===== src/rtl/riscv_pkg.sv =====
// Shared RISC-V core definitions: datapath width, multiplier op encoding and latency.
package riscv_pkg;

    localparam int XLEN = 32;
    localparam int MUL_LATENCY = XLEN + 2;

    typedef enum logic [1:0] {
        MUL_LO  = 2'd0,
        MUL_HSS = 2'd1,
        MUL_HSU = 2'd2,
        MUL_HUU = 2'd3
    } mul_op_e;

endpackage


===== src/rtl/seq_multiplier.sv =====
// Radix-2 sequential multiplier for MUL/MULH/MULHSU/MULHU: sign-magnitude shift-add, then optional negate.
// Optional macro SEQ_MUL_ZERO_BYPASS_EN: a zero operand completes in one cycle without entering CALC.
module seq_multiplier
    import riscv_pkg::*;
#(
    parameter int XLEN = riscv_pkg::XLEN
) (
    input  logic            clk,
    input  logic            reset,
    input  logic            start,
    input  mul_op_e         op,
    input  logic [XLEN-1:0] a,
    input  logic [XLEN-1:0] b,
    output logic [XLEN-1:0] result,
    output logic            done,
    output logic            busy
);

    typedef enum logic [1:0] {
        S_IDLE,
        S_CALC,
        S_NEG,
        S_DONE
    } state_e;

    localparam int CNT_W = $clog2(XLEN);

    state_e            state_q, state_d;
    mul_op_e           op_q, op_d;
    logic [2*XLEN-1:0] mcand_q, mcand_d;
    logic [2*XLEN-1:0] prod_q, prod_d;
    logic [2*XLEN-1:0] prod_fin;
    logic [XLEN-1:0]   mplier_q, mplier_d;
    logic [XLEN-1:0]   result_q, result_d;
    logic [CNT_W-1:0]  cnt_q, cnt_d;
    logic              neg_q, neg_d;
    logic [XLEN-1:0]   a_mag, b_mag;
    logic              a_neg, b_neg;
    logic              accept;

    // Operands are reduced to unsigned magnitudes, so the most-negative value needs no special case.
    always_comb begin
        a_neg    = ((op == MUL_HSS) || (op == MUL_HSU)) && a[XLEN-1];
        b_neg    = (op == MUL_HSS) && b[XLEN-1];
        a_mag    = a_neg ? (~a + 1'b1) : a;
        b_mag    = b_neg ? (~b + 1'b1) : b;
        accept   = start && ((state_q == S_IDLE) || (state_q == S_DONE));
        prod_fin = neg_q ? (~prod_q + 1'b1) : prod_q;
    end

    always_ff @(posedge clk) begin
        if (!reset) begin
            state_q  <= S_IDLE;
            op_q     <= MUL_LO;
            mcand_q  <= '0;
            prod_q   <= '0;
            mplier_q <= '0;
            result_q <= '0;
            cnt_q    <= '0;
            neg_q    <= 1'b0;
        end else begin
            state_q  <= state_d;
            op_q     <= op_d;
            mcand_q  <= mcand_d;
            prod_q   <= prod_d;
            mplier_q <= mplier_d;
            result_q <= result_d;
            cnt_q    <= cnt_d;
            neg_q    <= neg_d;
        end
    end

    always_comb begin
        state_d  = state_q;
        op_d     = op_q;
        mcand_d  = mcand_q;
        prod_d   = prod_q;
        mplier_d = mplier_q;
        result_d = result_q;
        cnt_d    = cnt_q;
        neg_d    = neg_q;
        case (state_q)
            S_IDLE, S_DONE: begin
                if (accept) begin
                    op_d     = op;
                    neg_d    = a_neg ^ b_neg;
                    mcand_d  = {{XLEN{1'b0}}, a_mag};
                    mplier_d = b_mag;
                    prod_d   = '0;
                    cnt_d    = CNT_W'(XLEN - 1);
                    state_d  = S_CALC;
`ifdef SEQ_MUL_ZERO_BYPASS_EN
                    if ((a == '0) || (b == '0)) begin
                        neg_d    = 1'b0;
                        result_d = '0;
                        state_d  = S_DONE;
                    end
`endif
                end else begin
                    state_d = S_IDLE;
                end
            end
            S_CALC: begin
                if (mplier_q[0]) begin
                    prod_d = prod_q + mcand_q;
                end
                mcand_d  = mcand_q << 1;
                mplier_d = mplier_q >> 1;
                cnt_d    = cnt_q - 1'b1;
                if (cnt_q == '0) begin
                    state_d = S_NEG;
                end
            end
            S_NEG: begin
                prod_d   = prod_fin;
                result_d = (op_q == MUL_LO) ? prod_fin[XLEN-1:0] : prod_fin[2*XLEN-1:XLEN];
                state_d  = S_DONE;
            end
            default: state_d = S_IDLE;
        endcase
    end

    always_comb begin
        done   = (state_q == S_DONE);
        busy   = (state_q == S_CALC) || (state_q == S_NEG);
        result = result_q;
    end

endmodule


===== config.mk =====
export PLATFORM = sky130hd
export DESIGN_NAME = seq_multiplier
export DESIGN_NICKNAME = d
export VERILOG_FILES = /design/src/rtl/riscv_pkg.sv /design/src/rtl/seq_multiplier.sv
export SDC_FILE = /design/constraint.sdc
export NUM_CORES = 1
export LEC_CHECK = 0
export CELL_PAD_IN_SITES_DETAIL_PLACEMENT = 1
export CELL_PAD_IN_SITES_GLOBAL_PLACEMENT = 2
export CORE_MARGIN = 5
export CORE_UTILIZATION = 38
export CTS_CLUSTER_DIAMETER = 150
export DETAILED_ROUTE_END_ITERATION = 10
export GPL_TIMING_DRIVEN = 0
export PLACE_DENSITY = 0.95
export SYNTH_ARGS = -nofsm -noshare
export SYNTH_HDL_FRONTEND = slang
export SYNTH_SLANG_ARGS = --single-unit

===== constraint.sdc =====
create_clock -name clk -period 8.5 [get_ports clk]
set_input_delay 2.55 -clock clk [delete_from_list [all_inputs] [get_ports clk]]
set_output_delay 2.55 -clock clk [all_outputs]
set_load 0.05 [all_outputs]

* After elaboration in Yosys (flattened, before gate mapping)
Cells that the tools add are included.
** Word-level totals
- Register bits :: 202
- Input port bits :: 69
- Output and inout port bits :: 34
- Word-level logic and storage cells :: 55
** Cells by class
- $add $sub $neg :: 5
- Equal/unequal tests :: 8
- Mux-type cells :: 16
- Bitwise logic cells :: 4
- Reductions and logical operators :: 14
** Operator list (number)
- two-way mux 64 bit :: 4
- one-hot mux 64 bit (3 select lines) :: 1
- two-way mux 32 bit :: 4
- one-hot mux 64 bit (2 select lines) :: 1
- adder 32 x 1 -> 32 bit (second input constant) :: 2
- adder 64 x 1 -> 64 bit (second input constant) :: 1
- adder 64 bit :: 1
- inverter 32 bit :: 2
- inverter 64 bit :: 1
- one-hot mux 32 bit (2 select lines) :: 1
- one-hot mux 5 bit (2 select lines) :: 1
- == test 2 bit (second input constant) :: 3
- inequality test 2 bit (second input constant) :: 3
- one-hot mux 2 bit (3 select lines) :: 1
- AND reduction 2 bit :: 3
- logical NOT 5 bit :: 1
- two-way mux 5 bit :: 1
- subtractor 5 x 1 -> 5 bit (second input constant) :: 1
- == test 2 x 1 -> 1 bit (second input constant) :: 2
- logical NOT 2 bit :: 2
- logical AND 1 bit :: 3
- logical OR 1 bit :: 3
- two-way mux 2 bit :: 1
- nonzero test 2 bit :: 1
- 3 further kinds :: 3

* Longest topological paths before layout
- Depth after elaboration :: 6
- Depth in mapped cells :: 13
- Gate-level depth less buffers :: 13

* Worst setup path before layout
Ideal clock, no wire load.
- Kind :: input -> register
- From :: input b[2]
- To :: register mplier_q[29]
- Setup time :: 0.059 ns
- Arrival :: 4.638 ns
- Data required time :: 8.441 ns
- Path slack :: 3.804 ns
- Cell stages on the path :: 10
- Buffers on the path :: 0
- Path through :: nor2_1 > nand4b_1 > or2_2 > o31ai_1 > o21ai_0 > a21oi_1 > o21ai_0 > xnor2_1 > o211ai_1 > o211a_1
** Between the ends
- Cells in the longest elaborated chain, start to end :: 5
** RTL lines
- from (decl) :: RTL line seq_multiplier.sv:13 : input logic [XLEN-1:0] b,
- inverter 32 bit :: RTL line seq_multiplier.sv:46 : b_mag = b_neg ? (~b + 1'b1) : b;
- adder 32 x 1 -> 32 bit :: RTL line seq_multiplier.sv:46
- two-way mux 32 bit :: RTL line seq_multiplier.sv:46
- two-way mux 32 bit :: RTL line seq_multiplier.sv:84 : if (accept) begin
- one-hot mux 32 bit (2 select lines) :: RTL line seq_multiplier.sv:82 : case (state_q)
- to (signal assigned) :: RTL line seq_multiplier.sv:66 : mplier_q <= mplier_d;
- to (decl) :: RTL line seq_multiplier.sv:33 : logic [XLEN-1:0] mplier_q, mplier_d;
Every way passes these cells. The select of a mux whose other input is x is not followed.
A chain may end at the register's enable or synchronous reset.

* Worst setup path in the final report
- From :: input a[0]
- To :: register mcand_q[30]
** Between the ends
- Cells in the longest elaborated chain, start to end :: 5
** RTL lines
- from (decl) :: RTL line seq_multiplier.sv:12 : input logic [XLEN-1:0] a,
- inverter 32 bit :: RTL line seq_multiplier.sv:45 : a_mag = a_neg ? (~a + 1'b1) : a;
- adder 32 x 1 -> 32 bit :: RTL line seq_multiplier.sv:45
- two-way mux 32 bit :: RTL line seq_multiplier.sv:45
- two-way mux 64 bit :: RTL line seq_multiplier.sv:84
- one-hot mux 64 bit (2 select lines) :: RTL line seq_multiplier.sv:82
- to (signal assigned) :: RTL line seq_multiplier.sv:64 : mcand_q <= mcand_d;
- to (decl) :: RTL line seq_multiplier.sv:30 : logic [2*XLEN-1:0] mcand_q, mcand_d;
Every way passes these cells. The select of a mux whose other input is x is not followed.

==> results.sh <==
export IMPL_ff2ff_path_depth=12
export IMPL_antenna_found_initial=1
export IMPL_clkPwrFrac_pct=28.7
export IMPL_ant_nets=0
export IMPL_finalSetupViolations=0
export IMPL_grt_setup_unrepaired="no"
export IMPL_seq_area_sq_um=4044
export IMPL_syn2layout_area_growth_pct=17.39
export IMPL_avgSynthCellArea_sq_um=7.456
export IMPL_hold_viol_final=0
export IMPL_ctsLongestPathBuffers=3
export IMPL_seq_power_share_pct=28.7
export IMPL_synth_xor_area_share_pct=10.37
export IMPL_async_flop_share_pct=0
export IMPL_worst_pin_slew_ps=1190
export IMPL_crit_path_max_incr_delay_ps=920
export IMPL_place_congestion=0.9730
export IMPL_post_synth_fa_ha_maj_area_fraction_pct=6.127
export IMPL_clock_skew_ps=31.11
export IMPL_netSwitchingFraction_pct=45.07
export IMPL_syn_inst=2016
export IMPL_maxCapViolations=0
export IMPL_drt_drc_violations_left=0
export IMPL_crit_reg2reg_launch="prod_q[6]$_SDFFE_PN0P_"
export IMPL_worst_path_max_fanout=4
export IMPL_core_area_sq_um=38920
export IMPL_p_sw_w=0.001944
export IMPL_clk_pin_slew_worst_paths_ps=60
export IMPL_grt_usage_pct=28.01
export IMPL_final_layout_size_suffix_gt1_share_pct=3.606
export IMPL_layout_nets=2287
export IMPL_synth_nets=2158
export IMPL_period_minus_slack_ps=5287
export IMPL_worstSetupPathType="input pin to flip-flop"
export IMPL_internal_power_w=0.002370
export IMPL_worstSkewPairLatency_ps=570
export IMPL_critPathCaptureType="flip-flop"
export IMPL_numPortBuffers=101
export IMPL_crit_chain="clkdlybuf4s50_1, inv_1, ha_1, nand2b_1, nor4b_1, and3_1, and2_1, a21o_1, o21ai_0, xnor2_1, o211ai_1, o211a_1"
export IMPL_yosys_top_cells_area="dfxtp_1, nand2_1, xnor2_1"
export IMPL_fill_cells=4894
export IMPL_reg2reg_slack_ps=4040
export IMPL_p_comb_share_pct=42.6
export IMPL_grt_pass1_wl_mm=98.01
export IMPL_grt_overflow=0
export IMPL_yosysWarnings=0
export IMPL_synth_edff_count=0
export IMPL_cts_root_buf="clkbuf_16"
export IMPL_final_cell_mix="nand2_1, dfxtp_1, o21ai_0, a21oi_1, nor2_1"
export IMPL_post_drt_wl_per_cell_um=23.75
export IMPL_yosys_area_top_type_share_pct=26.90
export IMPL_num_antenna_cells=0
export IMPL_drt_iter0_markers=1182
export IMPL_numCtsBuffers=26
export IMPL_hold_end="mplier_q[14]$_SDFFE_PN0P_"
export IMPL_multi_input_area_sq_um=10360
export IMPL_vias=16070
export IMPL_die_w_um=208.9
export IMPL_dieArea_sq_um=43630
export IMPL_yosys_area_share_simple_pct=22.38
export IMPL_tns_ps=0
export IMPL_fin_area_sq_um=17640
export IMPL_yosys_area_top_type="dfxtp_1"
export IMPL_synth_top_family_by_area="compound AO/OA/AOI/OAI gates"
export IMPL_rows=72
export IMPL_worst_ep_arrival_time_ps=5750
export IMPL_critPathSlowestCell="nor4b_1"
export IMPL_synth_mux_area_share_pct=0.6077
export IMPL_start_util_pct=38.62
export IMPL_cp_top_family="simple AND/OR/NAND/NOR gates"
export IMPL_yosys_most_used_dff="dfxtp_1"
export IMPL_holdCritStartpoint="mplier_q[14]$_SDFFE_PN0P_"
export IMPL_ctsHoldBuffers=0
export IMPL_ys_ff_latch=202
export IMPL_cp_depth=12
export IMPL_crit_buf_inv=2
export IMPL_drv_slew=0
export IMPL_die_h_um=208.9
export IMPL_fmax_mhz=189.2
export IMPL_htree_levels=1
export IMPL_post_drt_via_cell_ratio=5.993
export IMPL_required_ps=8970
export IMPL_power_density_nw_per_um2=244.5
export IMPL_synth_compound_area_share_pct=29.45
export IMPL_status="completed"
export IMPL_cts_tree="built"
export IMPL_post_cts_setup_buffers=0
export IMPL_yosys_cell_types_count=73
export IMPL_postPlaceCellArea_sq_um=16690
export IMPL_irDropWorstVdd_mv=0.1300
export IMPL_p_leak_nw=6.579
export IMPL_hpwl_mm=50.71
export IMPL_cts_resized_gates=0
export IMPL_relSlewSlack_pct=20.01
export IMPL_grt_pass1_vias=16610
export IMPL_cp_start_kind="input pin"
export IMPL_mostFrequentLayoutCell="nand2_1"
export IMPL_first_pass_iters=5
export IMPL_synthesis_area_sq_um=15030
export IMPL_cts_sinks=202
export IMPL_hold_path_class="flip-flop to flip-flop"
export IMPL_grt_max_degree=15
export IMPL_min_period_over_period_pct=62.20
export IMPL_ios=103
export IMPL_r2r_end="prod_q[59]$_SDFFE_PN0P_"
export IMPL_yosysSeqAreaShare_pct=26.90
export IMPL_drt_wl_total_mm=63.67
export IMPL_worst_hold_path_num_cells=2
==> final cells by class <==
cell class	count	share of cell area, %
plain buffers	122	2.645
clock buffers	33	4.177
clock inverters	13	1.234
inverters	42	0.8935
multi-input cells	1650	58.73
flip-flops and latches	202	22.92
well taps	518	3.673
repair buffers	101	5.730
==> sequential cells by signal (all words and copies together), names as in the netlist <==
name and flops:
result 32, mcand_q 64, op_q 2, cnt_q 5
mplier_q 32, neg_q 1, prod_q 64, state_q 2
==> cell usage after synthesis, types with 13 or more instances <==
library cell	number
nand2_1	317
dfxtp_1	202
o21ai_0	183
a21oi_1	149
nor2_1	109
xnor2_1	108
clkbuf_1	107
ha_1	72
nor2b_1	72
xor2_1	70
a22oi_1	61
a21boi_0	54
nand3_1	43
nor3_1	41
inv_1	40
a21o_1	31
o211ai_1	30
o31ai_1	26
and2_1	18
nand4_1	17
o211a_1	16
and3_1	15
nor4_1	15
o21a_1	15
o21bai_1	15
o221ai_1	15
a31oi_1	14
nand2b_1	14
buf_1	13
o41ai_1	13
==> layer usage <==
layer	share of wire (%)	up-vias	track usage, %
li1	-	7535	-
met1	43	7879	36.21
met2	47	499	47.91
met3	5.7	153	3.659
met4	4.1	2	10.22
met5	0.013	-	0
==> power groups by stage <==
| stage | Combinational (W) | Clock, W | Sequential, W |
|---|---|---|---|
| floorplan | 0.00111 | 0 | 0.00122 |
| global placement | 0.00175 | 0 | 0.00124 |
| detailed placement | 0.00178 | 0 | 0.00125 |
| CTS | 0.00180 | 0.00125 | 0.00123 |
| global route | 0.00197 | 0.00128 | 0.00125 |
| finish | 0.00184 | 0.00124 | 0.00124 |
==> stage by stage <==
stage / setup slack (ps) / power [W] / std cells / hold slack (ps) / util [%]
global placement: 2767 / 0.002990 / 2635 / 450.1 / 42.89
floorplan: 3804 / 0.002337 / 2016 / 440.6 / -
finish: 3213 / 0.004314 / 2681 / 464.9 / 45.34
global route: 2906 / 0.004501 / 2681 / 491.8 / 45.34
CTS: 3265 / 0.004283 / 2681 / 465.0 / 45.34
detailed placement: 2679 / 0.003036 / 2635 / 456.0 / 42.89
==> cells by family after synthesis <==
group                      count (synthesis)
and+or+nand+nor                          709
AOI/OAI and AO/OA                        681
DFF                                      202
xor gates and xnor gates                 178
buffers and inverters                    164
adders and majority gates                 73
muxes                                      9
==> how the worst max path moves through the flow <==
stage,startpoint,endpoint,slack (ps)
after floorplan,b[2],mplier_q[29]$_SDFFE_PN0P_,3800
after global placement,a[0],mcand_q[30]$_SDFFE_PN0P_,2770
after detailed placement,a[0],mcand_q[30]$_SDFFE_PN0P_,2680
after CTS,a[0],mcand_q[30]$_SDFFE_PN0P_,3270
after global routing,b[6],mplier_q[29]$_SDFFE_PN0P_,2910
final,a[0],mcand_q[30]$_SDFFE_PN0P_,3210
==> worst reg2reg max path: stages (launching register included) <==
cell,delay [ps]
dfxtp_1,380
ha_1,300
clkbuf_1,300
o21a_1,180
o211ai_1,80
a31o_2,270
a21oi_1,420
a31oi_1,270
o31ai_1,1000
nand2_1,310
o31ai_1,550
xnor2_1,180
o21ai_0,90
(Power assumes the default switching activity.)
==> RTL edit: new RTL, config.mk and constraints unchanged <==
Add an input register stage for `op`, without a reset; this delays it by one clock. The other inputs are not delayed to match. Comments in the files are not updated.
--- a/src/rtl/seq_multiplier.sv
+++ b/src/rtl/seq_multiplier.sv
@@ -25,6 +25,12 @@
 
     localparam int CNT_W = $clog2(XLEN);
 
+    mul_op_e op_r;
+
+    always_ff @(posedge clk) begin
+        op_r <= op;
+    end
+
     state_e            state_q, state_d;
     mul_op_e           op_q, op_d;
     logic [2*XLEN-1:0] mcand_q, mcand_d;
@@ -40,8 +46,8 @@
 
     // Operands are reduced to unsigned magnitudes, so the most-negative value needs no special case.
     always_comb begin
-        a_neg    = ((op == MUL_HSS) || (op == MUL_HSU)) && a[XLEN-1];
-        b_neg    = (op == MUL_HSS) && b[XLEN-1];
+        a_neg    = ((op_r == MUL_HSS) || (op_r == MUL_HSU)) && a[XLEN-1];
+        b_neg    = (op_r == MUL_HSS) && b[XLEN-1];
         a_mag    = a_neg ? (~a + 1'b1) : a;
         b_mag    = b_neg ? (~b + 1'b1) : b;
         accept   = start && ((state_q == S_IDLE) || (state_q == S_DONE));
@@ -82,7 +88,7 @@
         case (state_q)
             S_IDLE, S_DONE: begin
                 if (accept) begin
-                    op_d     = op;
+                    op_d     = op_r;
                     neg_d    = a_neg ^ b_neg;
                     mcand_d  = {{XLEN{1'b0}}, a_mag};
                     mplier_d = b_mag;
Formal check against the unedited RTL: same outputs for any inputs over 10 cycles, from zero or initial values and one cycle with reset low; that may be too few to reach the edited logic, so the function may still have changed.
==> RTL edit against the unedited design <==
- fmax down 8.2%
- clock skew down 0.013 ns
- sequential cell count rose by 2
- setup slack lost 0.47 ns
- hold slack got worse by 0.0099 ns
- design area down 1.6%
- wire length down 1.1%
- power is 2.8% lower
- critical path type unchanged
- non-clock buffer count up 6
- area after synthesis is 1.4% lower
==> RTL edit: results (changes against the unedited design) <==
GRT
  • Total GRT Usage: 27.9% (was 28.0%)
  • Antenna violations before repair: 0 (was 1)
  • Pin count of the biggest net entering global routing: 13 (was 15)
  • First-pass GRT wire length: 97.1 mm (was 98.0 mm)

Synth
  • Synth Area in Compound Gates: 30.0% (was 29.5%)
  • Adder-cell share of the synthesized area: 6.21% (was 6.13%)
  • Mux share of post-synthesis cell area: 0.422% (was 0.608%)
  • Commonest cells in the netlist: 297 x nand2_1, 210 x a21oi_1, 204 x dfxtp_1 (was 317 x nand2_1, 202 x dfxtp_1, 183 x o21ai_0)
  • Synth area leaders: dfxtp_1 28%, nand2_1 7.5%, a21oi_1 7.1%, o21ai_0 6.5%, ha_1 6.1% (was dfxtp_1 27%, nand2_1 7.9%, xnor2_1 6.3%, o21ai_0 6.1%, ha_1 6.0%)
  • Post-synthesis xor/xnor area fraction: 10.2% (was 10.4%)
  • Seq/Total Area, Yosys: 27.6% (was 26.9%)

Finish
  • Final-layout fill cell count: 4885 (was 4894)
  • Fin nets: 2304 (was 2287)

Hold path
  • Hold Path Sink: mplier_q[9]$_SDFFE_PN0P_ (was mplier_q[14]$_SDFFE_PN0P_)
  • Hold Crit Start: mplier_q[9]$_SDFFE_PN0P_ (was mplier_q[14]$_SDFFE_PN0P_)

Route
  • DRT Wirelength: 63.0 mm (was 63.7 mm)
  • Initial detailed-routing violation count: 1192 (was 1182)
  • Vias per Instance: 6.01 (was 5.99)

Placement
  • DP Area: 16500 um^2 (was 16700 um^2)
  • Placer Congestion: 0.980 (was 0.973)
  • DPL Wire Length: 50.0 mm (was 50.7 mm)

Worst setup path
  • CP peak stage delay: 0.67 ns (was 0.92 ns)
  • Worst r2r path cells: 11 (was 12)
  • Arrival time at the worst endpoint: 6.20 ns (was 5.75 ns)
  • Slowest CP cell: nor4bb_1 (was nor4b_1)
  • Crit Reg-Reg Endpoint: prod_q[18]$_SDFFE_PN0P_ (was prod_q[59]$_SDFFE_PN0P_)
  • Reg2Reg Setup Slack: 4.23 ns (was 4.04 ns)

Power
  • Leak: 6.51 nW (was 6.58 nW)
  • Internal: 0.00230 W (was 0.00237 W)
  • Clk pwr share: 27.7% (was 28.7%)

Timing
  • Slew margin rel.: 15.8% (was 20.0%)
  • Fin Clk Skew: 0.0181 ns (was 0.0311 ns)

Status
  • Outcome: finished clean (unchanged)
[RTL edit: cell count changes after synthesis, moves of 14 or more]
| cell | unedited run | this run |
|---|---|---|
| nor2_1 | 109 | 189 |
| nor2b_1 | 72 | 6 |
| a21oi_1 | 149 | 210 |
| a21boi_0 | 54 | 1 |
| nand2_1 | 317 | 297 |
| a21o_1 | 31 | 45 |
[RTL edit: worst max path at each step]
stage	from	end	cells after the start
6_report	b[0]	mplier_q[30]$_SDFFE_PN0P_	12
5_1_grt	b[0]	mplier_q[30]$_SDFFE_PN0P_	12
4_1_cts	b[0]	mplier_q[26]$_SDFFE_PN0P_	12
3_5_place_dp	b[0]	mplier_q[26]$_SDFFE_PN0P_	12
3_3_place_gp	b[0]	mplier_q[30]$_SDFFE_PN0P_	12
2_1_floorplan	b[0]	mplier_q[26]$_SDFFE_PN0P_	11
[RTL edit: per-stage QoR]
step,total power [W],instances,setup slack (ns),hold WS [ns]
3_3_place_gp,0.00295,2652,2.34,0.439
5_1_grt,0.00438,2699,2.44,0.477
6_report,0.00419,2699,2.74,0.455
4_1_cts,0.00417,2699,2.79,0.455
3_5_place_dp,0.00299,2652,2.23,0.447
2_1_floorplan,0.00231,2033,3.58,0.431
[RTL edit: final cells by class]
type,count,area [um^2],share of cell area [%]
plain buffers,128,492,2.83
clock buffers,38,757,4.36
clock inverters,9,125,0.721
inverters,40,150,0.865
multi-input cells,1661,10100,58.1
flip-flops and latches,204,4080,23.5
well taps,518,648,3.73
repair buffers,101,1010,5.82
[RTL edit: metal layers]
metal	routed length (um)	up-vias	GRT usage (%)
li1	-	7609	-
met1	28300	8006	37.2
met2	28900	492	46.9
met3	3520	122	3.67
met4	2300	0	9.33
met5	0	-	0
